===== src/rtl/tdm_demux4.sv =====
// 1-to-4 TDM demultiplexer: manual channel select or frame-aligned rotating slot (auto mode).
// Optional build macro TDM_DEMUX_FRAME_CNT_EN adds an 8-bit completed-frame counter output.
module tdm_demux4 #(
  parameter int unsigned WIDTH = 1,
  parameter int unsigned HOLD  = 1
) (
  input  logic               clk,
  input  logic               rst,
  input  logic [WIDTH-1:0]   x,
  input  logic               in_valid,
  input  logic [1:0]         sel,
  input  logic               auto,
  input  logic               frame_start,
  input  logic               err_clr,
  output logic [4*WIDTH-1:0] y,
  output logic [3:0]         y_valid,
  output logic [1:0]         slot,
  output logic               frame_done,
  output logic               frame_err
`ifdef TDM_DEMUX_FRAME_CNT_EN
  ,
  output logic [7:0]         frame_cnt
`endif
);

  localparam int unsigned NCH = 4;

  typedef enum logic {IDLE, SCAN} state_t;
  state_t state;

  logic       wr;
  logic [1:0] wr_ch;
  logic       err_set;
  logic       last_wr;
  logic       short_frame;

  // Write/error decode; a frame_start coinciding with the slot-3 write is a clean boundary
  always_comb begin
    wr          = 1'b0;
    wr_ch       = 2'd0;
    err_set     = 1'b0;
    last_wr     = 1'b0;
    short_frame = 1'b0;
    if (!auto) begin
      wr    = in_valid;
      wr_ch = sel;
    end else if (state == IDLE) begin
      if (frame_start) wr = in_valid;
      else             err_set = in_valid;
    end else begin
      last_wr = in_valid && (slot == 2'd3);
      if (frame_start && !last_wr) begin
        short_frame = 1'b1;
        err_set     = 1'b1;
        wr          = in_valid;
      end else begin
        wr    = in_valid;
        wr_ch = slot;
      end
    end
  end

  always_ff @(posedge clk) begin
    if (rst) begin
      state      <= IDLE;
      slot       <= 2'd0;
      y          <= '0;
      y_valid    <= 4'b0000;
      frame_done <= 1'b0;
      frame_err  <= 1'b0;
`ifdef TDM_DEMUX_FRAME_CNT_EN
      frame_cnt  <= 8'd0;
`endif
    end else begin
      // With HOLD=0 a channel shows its word for exactly one cycle unless rewritten
      for (int n = 0; n < NCH; n++) begin
        if (wr && wr_ch == 2'(n))
          y[n*WIDTH +: WIDTH] <= x;
        else if (HOLD == 0 && y_valid[n])
          y[n*WIDTH +: WIDTH] <= '0;
      end
      y_valid    <= wr ? 4'(4'b0001 << wr_ch) : 4'b0000;
      frame_done <= last_wr;
      frame_err  <= err_set | (frame_err & ~err_clr);

      if (!auto) begin
        state <= IDLE;
        slot  <= 2'd0;
      end else if (state == IDLE) begin
        if (frame_start) begin
          state <= SCAN;
          slot  <= in_valid ? 2'd1 : 2'd0;
        end
      end else if (short_frame) begin
        slot <= in_valid ? 2'd1 : 2'd0;
      end else if (in_valid) begin
        slot <= slot + 2'd1;
        if (last_wr && !frame_start) state <= IDLE;
      end

`ifdef TDM_DEMUX_FRAME_CNT_EN
      if (last_wr) frame_cnt <= frame_cnt + 8'd1;
`endif
    end
  end

endmodule


===== config.mk =====
export PLATFORM = sky130hd
export DESIGN_NAME = tdm_demux4
export DESIGN_NICKNAME = d
export VERILOG_FILES = /design/src/rtl/tdm_demux4.sv
export SDC_FILE = /design/constraint.sdc
export NUM_CORES = 1
export LEC_CHECK = 0
export ABC_CLOCK_PERIOD_IN_PS = 3900
export CAP_MARGIN = 25
export CORE_MARGIN = 2
export CORE_UTILIZATION = 47
export CTS_BUF_LIST = sky130_fd_sc_hd__clkbuf_4 sky130_fd_sc_hd__clkbuf_8 sky130_fd_sc_hd__clkbuf_16
export DETAILED_ROUTE_END_ITERATION = 7
export PLACE_DENSITY = 0.87
export SETUP_SLACK_MARGIN = 0.5
export SYNTH_ARGS = -nofsm -noshare
export SYNTH_HDL_FRONTEND = slang
export SYNTH_SLANG_ARGS = --single-unit

===== constraint.sdc =====
create_clock -name clk -period 3.9 [get_ports clk]
set_clock_uncertainty 0.2 [all_clocks]
set_input_delay 0.585 -clock clk [delete_from_list [all_inputs] [get_ports clk]]
set_output_delay 0.585 -clock clk [all_outputs]
set_load 0.05 [all_outputs]

* Word level (Yosys, flattened, before mapping)
Cells that the tools add are included. W data, S select, Z words.
Operators by class: add/subtract/negate cells 1, equal/unequal tests 5, shifts and indexed selects 1, muxes and demuxes 24, bitwise gates (word level) 5, reduce and logical (&&, ||, !) cells 14
Operator list (count):
- $mux W1 | 17
- $mux W2 | 7
- $logic_and A1 B1 Y1 | 7
- $eq A2 B2 Y1 const B | 3
- $reduce_or A2 Y1 | 2
- $shl A1 B2 Y4 const A | 1
- $ne A3 B2 Y1 const B | 1
- $not A1 Y1 | 3
- $add A2 B1 Y2 const B | 1
- $eq A2 B1 Y1 const B | 1
- $logic_not A1 Y1 | 2
- $logic_not A2 Y1 | 1
- $reduce_and A2 Y1 | 1
- $reduce_bool A2 Y1 | 1
- $and A1 B1 Y1 | 1
- $or A1 B1 Y1 | 1
Word-level totals: register bits 13, output and inout port bits 12

* Longest topological paths before layout
Gate-level depths: netlist of run 1.
depth in word-level cells 9, mapped depth 5, gate-level depth less buffers 5

* Least setup slack after synthesis of run 1
Ideal clock, no wire load.
path kind register -> register, start register slot[0], end register y[2], arrival time 1781 ps, data required time 3580 ps, setup slack 1799 ps, cell stages (with the launch flop) 6, path buffers 0, clock period less this slack 2101 ps, cells stage by stage dfxtp_1 > ha_1 > a21boi_4 > a2bb2oi_1 > or3b_1 > mux2i_1
On the way: longest elaborated chain between the ends 9
RTL lines:
- start: declaration | line 17 | output logic [1:0] slot,
- start signal: assignment | line 92 | slot <= in_valid ? 2'd1 : 2'd0;
- start signal: assignment | line 95 | slot <= in_valid ? 2'd1 : 2'd0;
- start signal: assignment | line 97 | slot <= slot + 2'd1;
- $eq A2 B2 Y1 | line 51 | last_wr = in_valid && (slot == 2'd3);
- $logic_and A1 B1 Y1 | line 51
- $logic_not A1 Y1 | line 52 | if (frame_start && !last_wr) begin
- $logic_and A1 B1 Y1 | line 52
- $mux W2 * | line 52
- $mux W2 * | line 47 | end else if (state == IDLE) begin
- $mux W2 * | line 44 | if (!auto) begin
- $eq A2 B2 Y1 * | line 77 | if (wr && wr_ch == 2'(n))
- $logic_and A1 B1 Y1 * | line 77
- end signal: assignment | line 67 | y <= '0;
- end signal: indexed assignment | line 78 | y[n*WIDTH +: WIDTH] <= x;
- end signal: indexed assignment | line 80 | y[n*WIDTH +: WIDTH] <= '0;
- end: declaration | line 15 | output logic [4*WIDTH-1:0] y,
Every way passes the cells marked *; elsewhere a longest branch is shown, timed or not. A chain may end at the register's enable or synchronous reset.

* Worst setup path after layout of run 1
start register slot[0], end output slot[0]
No word-level cell between the ends.

==> results.md, run 1 <==
- Register bit total from synthesis: 13
- CTS H-tree depth: 1
- Largest cells by area after synthesis: dfxtp_1, nand2b_1, a21oi_1
- Setup repair bufs after CTS: 0
- Hold path startpoint: y[1]
- Average size of a mapped cell: 8.89 um^2
- Post-CTS Resized: 0
- Post-synth EDFFs: 0
- Initial Utilization: 50.6%
- Seq/Total Area, Yosys: 39.5%
- Setup crit end kind: output pin
- FF-to-FF path depth: 5
- Overflow after GRT: 0
- Core area: 1300 um^2
- Worst hold stages: 2
- Drt pass-1 iters: 4
- Max Cap Viol: 0
- First-pass GRT wire length: 2280 um
- # diodes: 0
- Final Hold Vio Count: 0
- Primary FF master, synth: dfxtp_1
- CTS Sinks: 13
- IR drop worst, VDD: 0.000230 V
- Net Count, Synth: 84
- Die Wd: 41.4 um
- Worst-Margin Slew: 0.526 ns
- Final Cycle Share: 62.0%
- Area growth, synth to finish: 33.7%
- Largest net degree at the start of global routing: 13
- Ys async rst share: 0%
- CTS tree: yes
- Post-route ant nets: 0
- Detailed Place HPWL: 1000 um
- CTS Buf Count: 3
- Dominant cell type by area after synthesis: dfxtp_1
- Antenna violations before repair: 0
- Cell area after synthesis: 658 um^2
- Clk root buf: clkbuf_4
- Worst skew pair latency: 0.27 ns
- Count of cell types in the netlist: 33
- Fin crit period: 2.42 ns
- Synth warn: 0
- CP required: 3.12 ns
- Vias in the first global route: 511
- Reg2reg end: y[2]
- Worst Hold End: y[1]
- Clock Tree Buf Depth: 2
- Drt first-iter violations: 20
- CP Launch Type: register
- Critical path, cell by cell: clkdlybuf4s50_1
- Die ar.: 1720 um^2
- Layout Nets: 105
- Worst R2R Start: slot[0]
- Hold Worst Slack: 0.279 ns
- Total routed wirelength: 1380 um
- R2r setup slk: 2.00 ns
- Count of placed standard cells including taps: 105
- Final Slew Violations: 0
- Vias: 581
- Crit-path leading delay family: buffers and inverters
- Leak Pwr: 0.333 nW
- Final setup fails: 0
- Input/output buffers: 20
- Critical Path Slowest Stage Cell: clkdlybuf4s50_1
- Yosys top cell area share: 39.5%
- Hold Path Class: reg -> reg
- Drt wl/cell: 12.7 um
- Cells after Synth: 74
- Post-CTS Hold Buffers: 0
- Kind of critical path: reg -> out
- Die height: 41.4 um
- Total Routing Usage GR: 17.2%
- Highest cell delay on the worst timing path: 0.86 ns
- CP max FO: 8
- Status: complete, no violations
- Final GP Congestion: 0.851
- Power Density: 321 nW/um^2
- Count leader, synth: dfxtp_1
- Worst endpoint data arrival time: 1.63 ns
- Post-synth top cells: dfxtp_1, nor2_1, a21oi_1, nand2b_1, o21ai_0
- WP depth: 1
- Slew HR: 64.8%
- DRC: 0
- Top Ports: 21
- Share of cells above drive strength 1: 9.57%
- Finished Layout Cells: 109
- Placed cell area: 850 um^2
- Maximum clock rate: 414 MHz
- CTS clk-pin slew, worst paths: 0.08 ns
- Fin area: 880 um^2
- Std cell rows: 13
- CP bufs+invs: 1
- Total negative slack: 0 ns
- Unrepaired setup endpoints after global routing: false
- Via/cell ratio: 5.33
area by class of cell:
| class | count | area [um^2] |
|---|---|---|
| clock buffers | 4 | 30.0 |
| repair buffers | 20 | 200 |
| flip-flops and latches | 13 | 260 |
| fillers | 108 | 422 |
| multi-input cells | 53 | 355 |
| well taps | 15 | 18.8 |
| inverters | 4 | 15.0 |
worst register-to-register path, stage by stage, from the launching register on:
cell,delay (ns)
dfxtp_1,0.49
ha_1,0.29
a21boi_0,0.11
o31ai_1,0.35
or3b_1,0.20
mux2i_1,0.18
stage by stage:
step,setup WS (ns),power [mW],util [%]
2_1_floorplan,1.80,0.176,-
3_3_place_gp,1.45,0.193,65.3
3_5_place_dp,1.40,0.194,65.3
4_1_cts,1.48,0.285,67.6
5_1_grt,1.42,0.298,67.6
6_report,1.48,0.282,67.6
kinds of logic after synthesis:
| family | count (synthesis) | synth area share [%] |
|---|---|---|
| AND/OR/NAND/NOR | 28 | 25.1 |
| AO/OA/AOI/OAI | 21 | 22.4 |
| flip-flops | 13 | 39.5 |
| buffers and inverters | 8 | 6.46 |
| multiplexers | 3 | 4.56 |
| adder cells (fa/ha/maj) | 1 | 1.90 |
state kept, by name, summed over array words and instances, names as in the netlist:
register	count
y_valid	4
state	1
frame_err	1
frame_done	1
slot	2
y	4
cell usage in the layout (no fill, tap or decap), types with 2 or more instances in the layout:
cell and instances:
nand3_1 2, nand2_1 2, nand2b_1 6, dfxtp_1 13, nor2_1 7, mux2i_1 3, clkdlybuf4s50_1 20, a21oi_1 6
nor2b_1 2, o21ai_0 5, clkbuf_4 4, inv_1 4, nor3_1 2
how the worst max path moves through the flow:
| stage | slack (ns) | endpoint | from |
|---|---|---|---|
| CTS | 1.48 | slot[0] | slot[0] |
| global route | 1.42 | slot[0] | slot[0] |
| detailed placement | 1.40 | y[2] | auto |
| floorplan | 1.80 | y[2] | slot[0] |
| finish | 1.48 | slot[0] | slot[0] |
| global placement | 1.45 | y[2] | auto |
routing by layer:
metal	track usage [%]	vias up	wire (um)
li1	-	303	-
met1	22.1	256	652
met2	26.9	20	641
met3	6.96	2	82
met4	3.87	0	6
met5	0	-	0
report_power, final:
group | leakage, nW | total, mW | internal [mW] | switching, mW
Sequential | 0.106 | 0.140 | 0.136 | 0.00378
Clock | 0.0184 | 0.0911 | 0.0466 | 0.0445
Combinational | 0.209 | 0.0512 | 0.0221 | 0.0291
Total | 0.333 | 0.282 | 0.205 | 0.0773
(Power assumes the default switching activity.)
==> inputs of run 2 (changes only) <==
- ABC_CLOCK_PERIOD_IN_PS: 3900 -> 2200
- CORE_UTILIZATION: 47 -> 39
- PLACE_DENSITY: 0.87 -> 0.78
- clock period: 3.9 -> 2.2 ns (I/O delays scaled with it)
==> results.md, run 2 (synthesis results as in run 1) <==
- CTS Buf Count: 3
- Final worst setup slack: 0.514 ns
- Worst R2R Start: slot[0]
- Post-CTS Hold Buffers: 0
- CP Launch Type: register
- Worst hold stages: 2
- Commonest non-fill, non-tap cell in the layout: dlygate4sd2_1
- Final Hold Vio Count: 0
- CTS tree: yes
- Final Cycle Share: 76.7%
- Leak Pwr: 0.404 nW
- Input/output buffers: 20
- Setup WS pre-CTS: 0.0907 ns
- Hold Path Class: reg -> reg
- Core area: 1540 um^2
- Drt first-iter violations: 13
- Die ar.: 2030 um^2
- FF-to-FF path depth: 5
- Maximum clock rate: 593 MHz
- Drt pass-1 iters: 4
- Kind of critical path: reg -> reg
- Initial Utilization: 42.7%
- CTS clk-pin slew, worst paths: 0.07 ns
- Post-route ant nets: 0
- DRC: 0
- IR drop worst, VDD: 0.000396 V
- # diodes: 0
- Final GP Congestion: 0.821
- Status: complete, no violations
- Worst skew pair latency: 0.27 ns
- Vias: 613
- Worst endpoint data arrival time: 1.69 ns
- CTS H-tree depth: 1
- Vias in the first global route: 503
- CP max FO: 8
- Overflow after GRT: 0
- Share of cells above drive strength 1: 24.2%
- Reg2reg end: y[1]
- Antenna violations before repair: 0
- CTS Sinks: 13
- Die Wd: 45.1 um
- Std cell rows: 14
- Total routed wirelength: 1430 um
- Final setup fails: 0
- Detailed Place HPWL: 1010 um
- Worst-Margin Slew: 0.491 ns
- Hold path startpoint: y[1]
- Clk root buf: clkbuf_4
- Total negative slack: 0 ns
- Layout Nets: 110
- Max Cap Viol: 0
- Via/cell ratio: 5.33
- Fin crit period: 1.69 ns
- Final Slew Violations: 0
- Power Density: 526 nW/um^2
- Largest net degree at the start of global routing: 13
- Area growth, synth to finish: 42.4%
- Top Ports: 21
- Worst Hold End: y[1]
- Top flop regs: y x4, y_valid x4, slot x2
- Clock Tree Buf Depth: 2
- Die height: 45.1 um
- Commonest cells after routing, fill and taps aside: dlygate4sd2_1, dfxtp_1, nor2_1
- Unrepaired setup endpoints after global routing: true
- First-pass GRT wire length: 2110 um
- Setup crit end kind: register
- Drt wl/cell: 12.4 um
- CP required: 2.20 ns
- Total Routing Usage GR: 14.3%
- Slew HR: 67.4%
- R2r setup slk: 0.51 ns
run 2: cell count changes in the layout (fill, tap and decap cells not counted), moves of 2 or more:
cell,before,now
buf_4,0,5
dfxtp_4,0,2
dlygate4sd2_1,0,11
clkdlybuf4s50_1,20,5
clkdlybuf4s15_1,0,2
dfxtp_1,13,10
run 2: how the worst max path moves through the flow:
stage                      from      end  cells past startpoint
floorplan               slot[0]     y[2]                      5
CTS                     slot[0]  slot[0]                      1
global route            slot[0]     y[1]                      5
global placement    frame_start     y[1]                      5
finish                  slot[0]     y[1]                      5
detailed placement  frame_start     y[1]                      5
run 2: power by group:
group	leakage [nW]	switching, mW	internal, mW
clock	0.0184	0.0696	0.0826
sequential	0.108	0.00649	0.240
combinational	0.278	0.0550	0.0387
run 2: worst max-delay path, cell delays in order, from the launching register on:
cell and delay, ns:
dfxtp_4 0.37, ha_4 0.18, a21boi_4 0.25, a2bb2oi_1 0.22
and3_2 0.22, mux2i_1 0.17
run 2: routing by layer:
metal | global-route usage [%] | vias to the layer above | part of all wire, %
met3 | 6.00 | 0 | 5.8
met4 | 1.76 | 0 | 0
met1 | 18.2 | 280 | 46
li1 | - | 315 | -
met2 | 23.4 | 18 | 48
met5 | 0 | - | 0
run 2: final cells by class:
cell class | instances | area (um^2)
fillers | 143 | 604
multi-input cells | 53 | 383
flip-flops and latches | 13 | 269
repair buffers | 25 | 220
clock buffers | 4 | 30.0
well taps | 16 | 20.0
inverters | 4 | 15.0
run 2: through the flow:
stage | util (%) | total power [mW] | cells | cell area, um^2 | hold slack [ns]
final | 60.8 | 0.492 | 115 | 937 | 0.271
after global routing | 60.8 | 0.519 | 115 | 937 | 0.288
after CTS | 58.8 | 0.496 | 112 | 906 | 0.275
after detailed placement | 57.5 | 0.346 | 108 | 886 | 0.267
after global placement | 57.5 | 0.345 | 108 | 886 | 0.266
after floorplan | - | 0.311 | 74 | 678 | 0.247
run 2: repair_timing:
item | CTS | global route
pin swaps | 1 | 0
resized for setup | 20 | 7
endpoints found under the setup margin | 19 | 9
buffers inserted | 0 | 3
==> inputs of run 3 (changes only) <==
- ABC_CLOCK_PERIOD_IN_PS: 2200 -> 1600
- CORE_UTILIZATION: 39 -> 43
- PLACE_DENSITY: 0.78 -> 0.81
- clock period: 2.2 -> 1.6 ns (I/O delays scaled with it)
==> results.md, run 3 (synthesis results as in run 1) <==
- Worst endpoint data arrival time: 1.72 ns
- Final worst setup slack: -0.103 ns
- Failing checks: negative setup slack
- Final Cycle Share: 106%
- CP max FO: 8
- Fin crit period: 1.70 ns
- Placed cell area: 1120 um^2
- Area growth, synth to finish: 101%
- Max Cap Viol: 0
- Commonest cells after routing, fill and taps aside: buf_4, buf_12, dfxtp_2
- CP required: 1.62 ns
- Post-CTS Hold Buffers: 0
- Share of cells above drive strength 1: 64.1%
- Antenna violations before repair: 0
- CP Launch Type: register
- Via/cell ratio: 6.11
- P_int: 0.551 mW
- Final GP Congestion: 0.832
- Hold Path Class: in -> reg
- FF-to-FF path depth: 5
- Core area: 1470 um^2
- Commonest non-fill, non-tap cell in the layout: buf_4
- Highest cell delay on the worst timing path: 0.36 ns
- Drt pass-1 iters: 4
- Final Hold Vio Count: 0
- Worst-Margin Slew: 0.287 ns
- CTS tree: yes
- Detailed Place HPWL: 1400 um
- Clk root buf: clkbuf_4
- Final Slew Violations: 0
- Vias in the first global route: 787
- Drt first-iter violations: 42
- First-pass GRT wire length: 3840 um
- CTS clk-pin slew, worst paths: 0.08 ns
- Hold path startpoint: in_valid
- Overflow after GRT: 0
- Highest routed layer: met4
- DRC: 0
- # diodes: 0
- Std cell rows: 14
- WL met3: 193 um
- Initial Utilization: 44.7%
- Final setup fails: 8
- Status: finished, violations left
- Setup crit end kind: register
- Setup WS pre-CTS: -0.446 ns
- Met2 wire len: 1380 um
- Pwr Total: 0.779 mW
- Fin area: 1320 um^2
- Largest net degree at the start of global routing: 9
- Net Sw Power: 0.228 mW
- IR drop worst, VDD: 0.000607 V
- Worst R2R Start: slot[0]
- Switching Fraction: 29.3%
- Clock Tree Buf Depth: 2
- Critical Path Slowest Stage Cell: dfxtp_4
- Die ar.: 1860 um^2
- Worst hold stages: 3
- Maximum clock rate: 587 MHz
- Vias: 813
- CTS Buf Count: 3
- Leak Pwr: 0.536 nW
- Worst Hold End: y_valid[0]
- R2r setup slk: -0.10 ns
- Total routed wirelength: 2630 um
- Hold Worst Slack: 0.243 ns
- Worst skew pair latency: 0.28 ns
- Clock power share: 28.6%
- Combinational Power Share: 27.4%
- Total Routing Usage GR: 28.8%
- Unrepaired setup endpoints after global routing: true
- Post-route ant nets: 0
- Critical path, cell by cell: ha_4 > a21boi_4 > o22ai_2 > or3_4 > a21oi_2
- Power Density: 589 nW/um^2
- CTS H-tree depth: 1
- Fill cell count: 53
- Layout Nets: 128
- Top flop regs: y x4, y_valid x4, slot x2
- Slew HR: 80.8%
- Seq pwr share: 44.0%
- Kind of critical path: reg -> reg
- Reg2reg end: y[0]
- Die height: 43.1 um
- Top Ports: 21
- DRT met1 WL: 946 um
- CTS Sinks: 13
- Die Wd: 43.1 um
- Drt wl/cell: 19.7 um
- Input/output buffers: 20
## run 3: changes by cell type in the layout (fill, tap and decap cells not counted), sizes merged
cell | previous run | this run
buf | 5 | 35
dlygate4sd2 | 11 | 3
clkdlybuf4s15 | 3 | 0
clkbuf | 5 | 4
## run 3: repair_timing
item / 4_1_cts / 5_1_grt
buffers inserted: 6 / 3
gates resized for setup: 26 / 13
setup endpoints to repair: 25 / 25
pin swaps: 13 / 5
## run 3: worst max-delay path by stage
stage / start / slack, ns / end
3_5_place_dp: auto / -0.45 / y[2]
3_3_place_gp: auto / -0.34 / y[2]
2_1_floorplan: slot[0] / -0.06 / y[2]
5_1_grt: slot[0] / -0.12 / y[0]
4_1_cts: slot[0] / -0.05 / y[2]
6_report: slot[0] / -0.10 / y[0]
## run 3: layer usage
layer  GRT usage (%)  vias to the layer above
met4            16.4                        0
met5               0                        -
met1            30.2                      391
met3            8.51                       13
met2            50.1                       58
li1                -                      351
## run 3: power groups by stage
stage	Sequential (mW)	Clock [mW]	Combinational [mW]
4_1_cts	0.342	0.225	0.192
3_5_place_dp	0.348	0	0.176
2_1_floorplan	0.371	0	0.0624
3_3_place_gp	0.347	0	0.172
5_1_grt	0.343	0.232	0.221
6_report	0.342	0.223	0.213
## run 3: layout make-up
class	count	area, um^2	area share, %
Clock buffer	4	30.0	2.27
Sequential cell	13	284	21.5
Tap cell	16	20.0	1.51
Inverter	4	15.0	1.14
Multi-Input combinational cell	53	458	34.6
Timing Repair Buffer	43	515	39.0
## run 3: critical path: cells and delay by family, from the launching register on
| family | cells | cell delay (ns) |
|---|---|---|
| flops | 1 | 0.36 |
| simple gates | 1 | 0.36 |
| compound gates | 3 | 0.55 |
| fa+ha+maj | 1 | 0.18 |
## run 3: through the flow
stage / std cells / TNS [ns] / utilization, %
after floorplan: 74 / -0.0647 / -
after global placement: 120 / -2.36 / 76.2
after detailed placement: 120 / -2.95 / 76.2
after CTS: 130 / -0.139 / 85.6
after global routing: 133 / -0.629 / 89.9
final: 133 / -0.412 / 89.9
